**src/rtl/code_conv_arbiter.sv**
```systemverilog
// code_conv_arbiter
// Two requesters share one 3-to-4 code converter. At most one transaction
// is outstanding. Ties are broken by a round-robin priority pointer that
// starts at PRIO_INIT after reset.
// Optional build macro ARB_STATS_EN adds per-requester saturating grant
// counters on ports grant_cnt0 / grant_cnt1.
module code_conv_arbiter #(
   parameter int unsigned PRIO_INIT = 0
) (
   input  logic       clk,
   input  logic       rst,
   input  logic       req0_valid,
   input  logic [2:0] req0_code,
   output logic       req0_ready,
   output logic       resp0_valid,
   output logic [3:0] resp0_data,
   input  logic       resp0_ready,
   input  logic       req1_valid,
   input  logic [2:0] req1_code,
   output logic       req1_ready,
   output logic       resp1_valid,
   output logic [3:0] resp1_data,
   input  logic       resp1_ready,
   output logic       busy
`ifdef ARB_STATS_EN
   ,
   output logic [7:0] grant_cnt0,
   output logic [7:0] grant_cnt1
`endif
);

   typedef enum logic [1:0] {
      IDLE = 2'd0,
      CONV = 2'd1,
      RESP = 2'd2
   } state_t;

   localparam logic PRIO_RST = (PRIO_INIT != 0);

   state_t     state_q, state_d;
   logic       prio_q, prio_d;
   logic [2:0] code_q, code_d;
   logic       grant_q, grant_d;
   logic [3:0] result_q, result_d;

   logic       any_req;
   logic       win;

   // Shared converter table
   function automatic logic [3:0] conv_map(input logic [2:0] c);
      logic [3:0] r;
      case (c)
         3'd0:    r = 4'd1;
         3'd1:    r = 4'd9;
         3'd2:    r = 4'd7;
         3'd3:    r = 4'd6;
         3'd4:    r = 4'd0;
         3'd5:    r = 4'd3;
         3'd6:    r = 4'd1;
         default: r = 4'd9;
      endcase
      return r;
   endfunction

   // Arbitration: pointer decides ties, a lone requester always wins
   always_comb begin
      any_req = req0_valid | req1_valid;
      win     = (req0_valid && req1_valid) ? prio_q : req1_valid;
   end

   // State register and datapath registers
   always_ff @(posedge clk) begin
      if (rst) begin
         state_q  <= IDLE;
         prio_q   <= PRIO_RST;
         code_q   <= '0;
         grant_q  <= 1'b0;
         result_q <= '0;
      end else begin
         state_q  <= state_d;
         prio_q   <= prio_d;
         code_q   <= code_d;
         grant_q  <= grant_d;
         result_q <= result_d;
      end
   end

   // Next-state logic and all outputs
   always_comb begin
      state_d     = state_q;
      prio_d      = prio_q;
      code_d      = code_q;
      grant_d     = grant_q;
      result_d    = result_q;
      req0_ready  = 1'b0;
      req1_ready  = 1'b0;
      resp0_valid = 1'b0;
      resp0_data  = '0;
      resp1_valid = 1'b0;
      resp1_data  = '0;
      busy        = 1'b0;
      case (state_q)
         IDLE: begin
            if (any_req) begin
               req0_ready = ~win;
               req1_ready = win;
               code_d     = win ? req1_code : req0_code;
               grant_d    = win;
               prio_d     = ~win;
               state_d    = CONV;
            end
         end
         CONV: begin
            busy     = 1'b1;
            result_d = conv_map(code_q);
            state_d  = RESP;
         end
         RESP: begin
            busy = 1'b1;
            if (grant_q) begin
               resp1_valid = 1'b1;
               resp1_data  = result_q;
               if (resp1_ready) state_d = IDLE;
            end else begin
               resp0_valid = 1'b1;
               resp0_data  = result_q;
               if (resp0_ready) state_d = IDLE;
            end
         end
         default: begin
            state_d = IDLE;
         end
      endcase
   end

`ifdef ARB_STATS_EN
   logic [7:0] cnt0_q, cnt0_d;
   logic [7:0] cnt1_q, cnt1_d;

   // Saturating grant counters, bumped on each accept handshake
   always_comb begin
      cnt0_d = cnt0_q;
      cnt1_d = cnt1_q;
      if (req0_ready && (cnt0_q != 8'hFF)) cnt0_d = cnt0_q + 8'd1;
      if (req1_ready && (cnt1_q != 8'hFF)) cnt1_d = cnt1_q + 8'd1;
   end

   // Counter registers
   always_ff @(posedge clk) begin
      if (rst) begin
         cnt0_q <= '0;
         cnt1_q <= '0;
      end else begin
         cnt0_q <= cnt0_d;
         cnt1_q <= cnt1_d;
      end
   end

   assign grant_cnt0 = cnt0_q;
   assign grant_cnt1 = cnt1_q;
`endif

endmodule

```
**config.mk**
```make
export PLATFORM = sky130hd
export DESIGN_NAME = code_conv_arbiter
export DESIGN_NICKNAME = d
export VERILOG_FILES = /design/src/rtl/code_conv_arbiter.sv
export SDC_FILE = /design/constraint.sdc
export NUM_CORES = 1
export LEC_CHECK = 0
export ABC_AREA = 0
export CORE_MARGIN = 5
export CORE_UTILIZATION = 42
export DETAILED_ROUTE_END_ITERATION = 7
export HOLD_SLACK_MARGIN = 0.08
export PLACE_DENSITY = 0.85
export SKIP_LAST_GASP = 1
export SLEW_MARGIN = 10
export SYNTH_ARGS = -nofsm -noshare
export SYNTH_HDL_FRONTEND = slang
export SYNTH_SLANG_ARGS = --single-unit
```
**constraint.sdc**
```tcl
create_clock -name clk -period 1.98 [get_ports clk]
set_input_delay 0.495 -clock clk [delete_from_list [all_inputs] [get_ports clk]]
set_output_delay 0.495 -clock clk [all_outputs]
set_load 0.02 [all_outputs]
```
==> metrics.md <==
| Metric | Value |
|---|---|
| Post-synth EDFFs | 0 |
| Worst setup margin | 0.0277 ns |
| Slowest-stage cell, CP | or3_4 |
| P_sw | 227 uW |
| Initial antenna violation count | 0 |
| Clock group share of total power | 22.2% |
| Clk_lat worst skew | 0.27 ns |
| Worst path top cell family by delay | simple AND/OR/NAND/NOR gates |
| Net Sw Frac | 32.3% |
| Status | completed |
| Synth-to-layout area growth | 57.3% |
| # rows | 14 |
| DRT Pass-1 Iters | 4 |
| Worst path bufs/invs | 3 |
| Worst Path Required | 1.48 ns |
| Leak | 0.000485 uW |
| Pre-CTS setup slack | -0.671 ns |
| Unrepaired setup endpoints after global routing | yes |
| Top cells by count, synth | dfxtp_1, nand2b_1, nor2_1 |
| Yosys Warn Count | 0 |
| Sinks on Clock Net | 11 |
| Antenna diode count | 0 |
| CP Depth | 5 |
| CTS tree | done |
| Routed WL | 1680 um |
| Buffers on Ports | 24 |
| Hpwl dp | 1350 um |
| Final period util | 98.6% |
| Final slew viol count | 0 |
| Total congestion overflow | 0 |
| Worst Skew | 0.00615 ns |
| Syn_area_per_cell | 8.76 um^2 |
| Actual slew at the worst max-slew pin | 0.465 ns |
| Crit-path max cell delay | 0.37 ns |
| Comb power frac | 38.2% |
| Max_cap viols | 0 |
| Hold Violations, Final | 0 |
| Number of clock buffers inserted by TritonCTS | 3 |
| First-pass GRT wire length | 2850 um |
| Peak VDD IR | 0.000439 V |
| FILL cells | 137 |
| Syn_nets | 94 |
| Share of layout cells above drive strength 1 | 40.5% |
| R2R cell count | 6 |
| Fin Setup TNS | 0 ns |
| Placer Congestion | 0.724 |
| Period minus WS final | 1.95 ns |
| DR DRC count | 0 |
| Cts hold-fix bufs | 0 |
| Die W | 50.3 um |
| Via count | 714 |
| Top-count cell post-synth | dfxtp_1 |
| Vias per cell | 5.21 |
| P_int | 476 uW |
| Mapped Area | 683 um^2 |
| Flop pwr share | 39.6% |
| Initial DRC Count | 5 |
| Hold path depth | 2 |
| Main synth FF type | dfxtp_1 |
| Die height | 50.3 um |
| Achievable Freq | 0.512 GHz |
| Multi-input logic area | 452 um^2 |
| DR WL/cell | 12.2 um |
| CTS max path bufs | 2 |
| Leading area contributor after synthesis | dfxtp_1 |
| Vias in the first global route | 733 |
| CTS H-tree lvls | 1 |
| Core area | 1520 um^2 |
| Final net count | 138 |
| Yosys top cell area share | 32.2% |
| Initial core utilization | 44.8% |
| Pin count of the biggest net entering global routing | 13 |
| Synth Instances | 78 |
| Final-report setup violation count | 0 |
| IO Pins | 25 |
| Overall power | 703 uW |
| ANT nets after route | 0 |
| CP arrival | 1.46 ns |
| Relative slew margins | 68.9% |
| Netlist cell types | 32 |
| CP Class | primary input to output pin |
| Post-synth ARST share | 0% |
| Die area | 2530 um^2 |
| Register area | 223 um^2 |
| Synth Register Bits | 11 |
| Worst-path fanout max | 3 |
| GRT Overall Usage | 14.0% |
| Worst-path clk slew | 0.07 ns |
| Area contributors post-synth | dfxtp_1, ha_1, nand2b_1 |
| CP cell instances | dlygate4sd2_1, nor2b_4, or3_4, inv_2, buf_4 |
| Hold Crit Class | flip-flop to flip-flop |
| Sequential share of the synthesized area | 32.2% |
| P per Cell Area | 655 nW/um^2 |
| Final Hold Slack | 0.481 ns |
| Critical Path Sink Type | output pin |
| CP Launch Type | primary input |
| CTS Root Cell | clkbuf_4 |
worst register-to-register path, cell delays in order, from the launching register on:
cell      delay, ns
dfxtp_2        0.33
inv_2          0.07
ha_4           0.15
buf_4          0.13
o21a_1         0.21
nor2_1         0.06
a311oi_1       0.24
final cells by class:
| type | count | area share [%] |
|---|---|---|
| multi-input combinational | 61 | 42.0 |
| timing repair buffer | 41 | 31.3 |
| sequential | 11 | 20.7 |
| clock buffer | 4 | 2.44 |
| tap | 16 | 1.86 |
| inverter | 4 | 1.63 |
repair_timing:
item | CTS | global route
endpoints found under the setup margin | 13 | 8
pin swaps | 0 | 1
resized for setup | 49 | 14
setup buffers | 0 | 0
worst paths after layout:
kind / start / end / slack [ns]
setup / recovery: req0_valid / req1_ready / 0.03
hold / removal: result_q[0] / result_q[0] / 0.48
setup reg to reg: state_q[1] / code_q[1] / 0.69
hold reg to reg: result_q[0] / result_q[0] / 0.48
power by group through the flow:
stage	logic (uW)	clock network [uW]	registers [uW]
finish	269	156	278
global route	301	176	285
CTS	260	160	275
detailed placement	269	0	279
global placement	260	0	278
floorplan	144	0	276
cells in the final DEF, fill, tap and decap left out, types with 3 or more instances in the layout:
| master | count |
|---|---|
| a21oi_1 | 4 |
| a311oi_1 | 3 |
| and2_1 | 4 |
| and3_2 | 4 |
| buf_2 | 6 |
| buf_4 | 18 |
| buf_6 | 3 |
| clkbuf_4 | 3 |
| clkdlybuf4s50_1 | 9 |
| dfxtp_1 | 9 |
| dlygate4sd2_1 | 3 |
| nand2_1 | 4 |
| nand2b_1 | 8 |
| nand3b_1 | 4 |
| nor2_1 | 5 |
flip-flops by register name, indices dropped and copies added (netlist names):
name,count
result_q,4
code_q,3
state_q,2
prio_q,1
grant_q,1
logic make-up (layout without fill, tap and decap cells):
logic type | after synthesis | in the layout | synth area share, %
and+or+nand+nor | 38 | 38 | 35.5
AOI/OAI and AO/OA | 17 | 17 | 18.1
DFF | 11 | 11 | 32.2
adders and majority gates | 4 | 4 | 7.33
buffers and inverters | 6 | 49 | 3.85
muxes | 2 | 2 | 2.93
through the flow:
step,util [%],cells,area [um^2]
after global routing,70.5,137,1070
after CTS,68.0,137,1040
final,70.5,137,1070
after global placement,69.5,133,1060
after detailed placement,69.5,133,1060
after floorplan,-,78,683
layer usage:
| layer | GRT usage, % | wire, um | part of all wire, % |
|---|---|---|---|
| met2 | 26.6 | 851 | 51 |
| met3 | 4.44 | 149 | 8.9 |
| met1 | 13.9 | 649 | 39 |
| met4 | 5.11 | 26 | 1.6 |
| met5 | 0 | 0 | 0 |
Power figures use the tool's default switching activity.
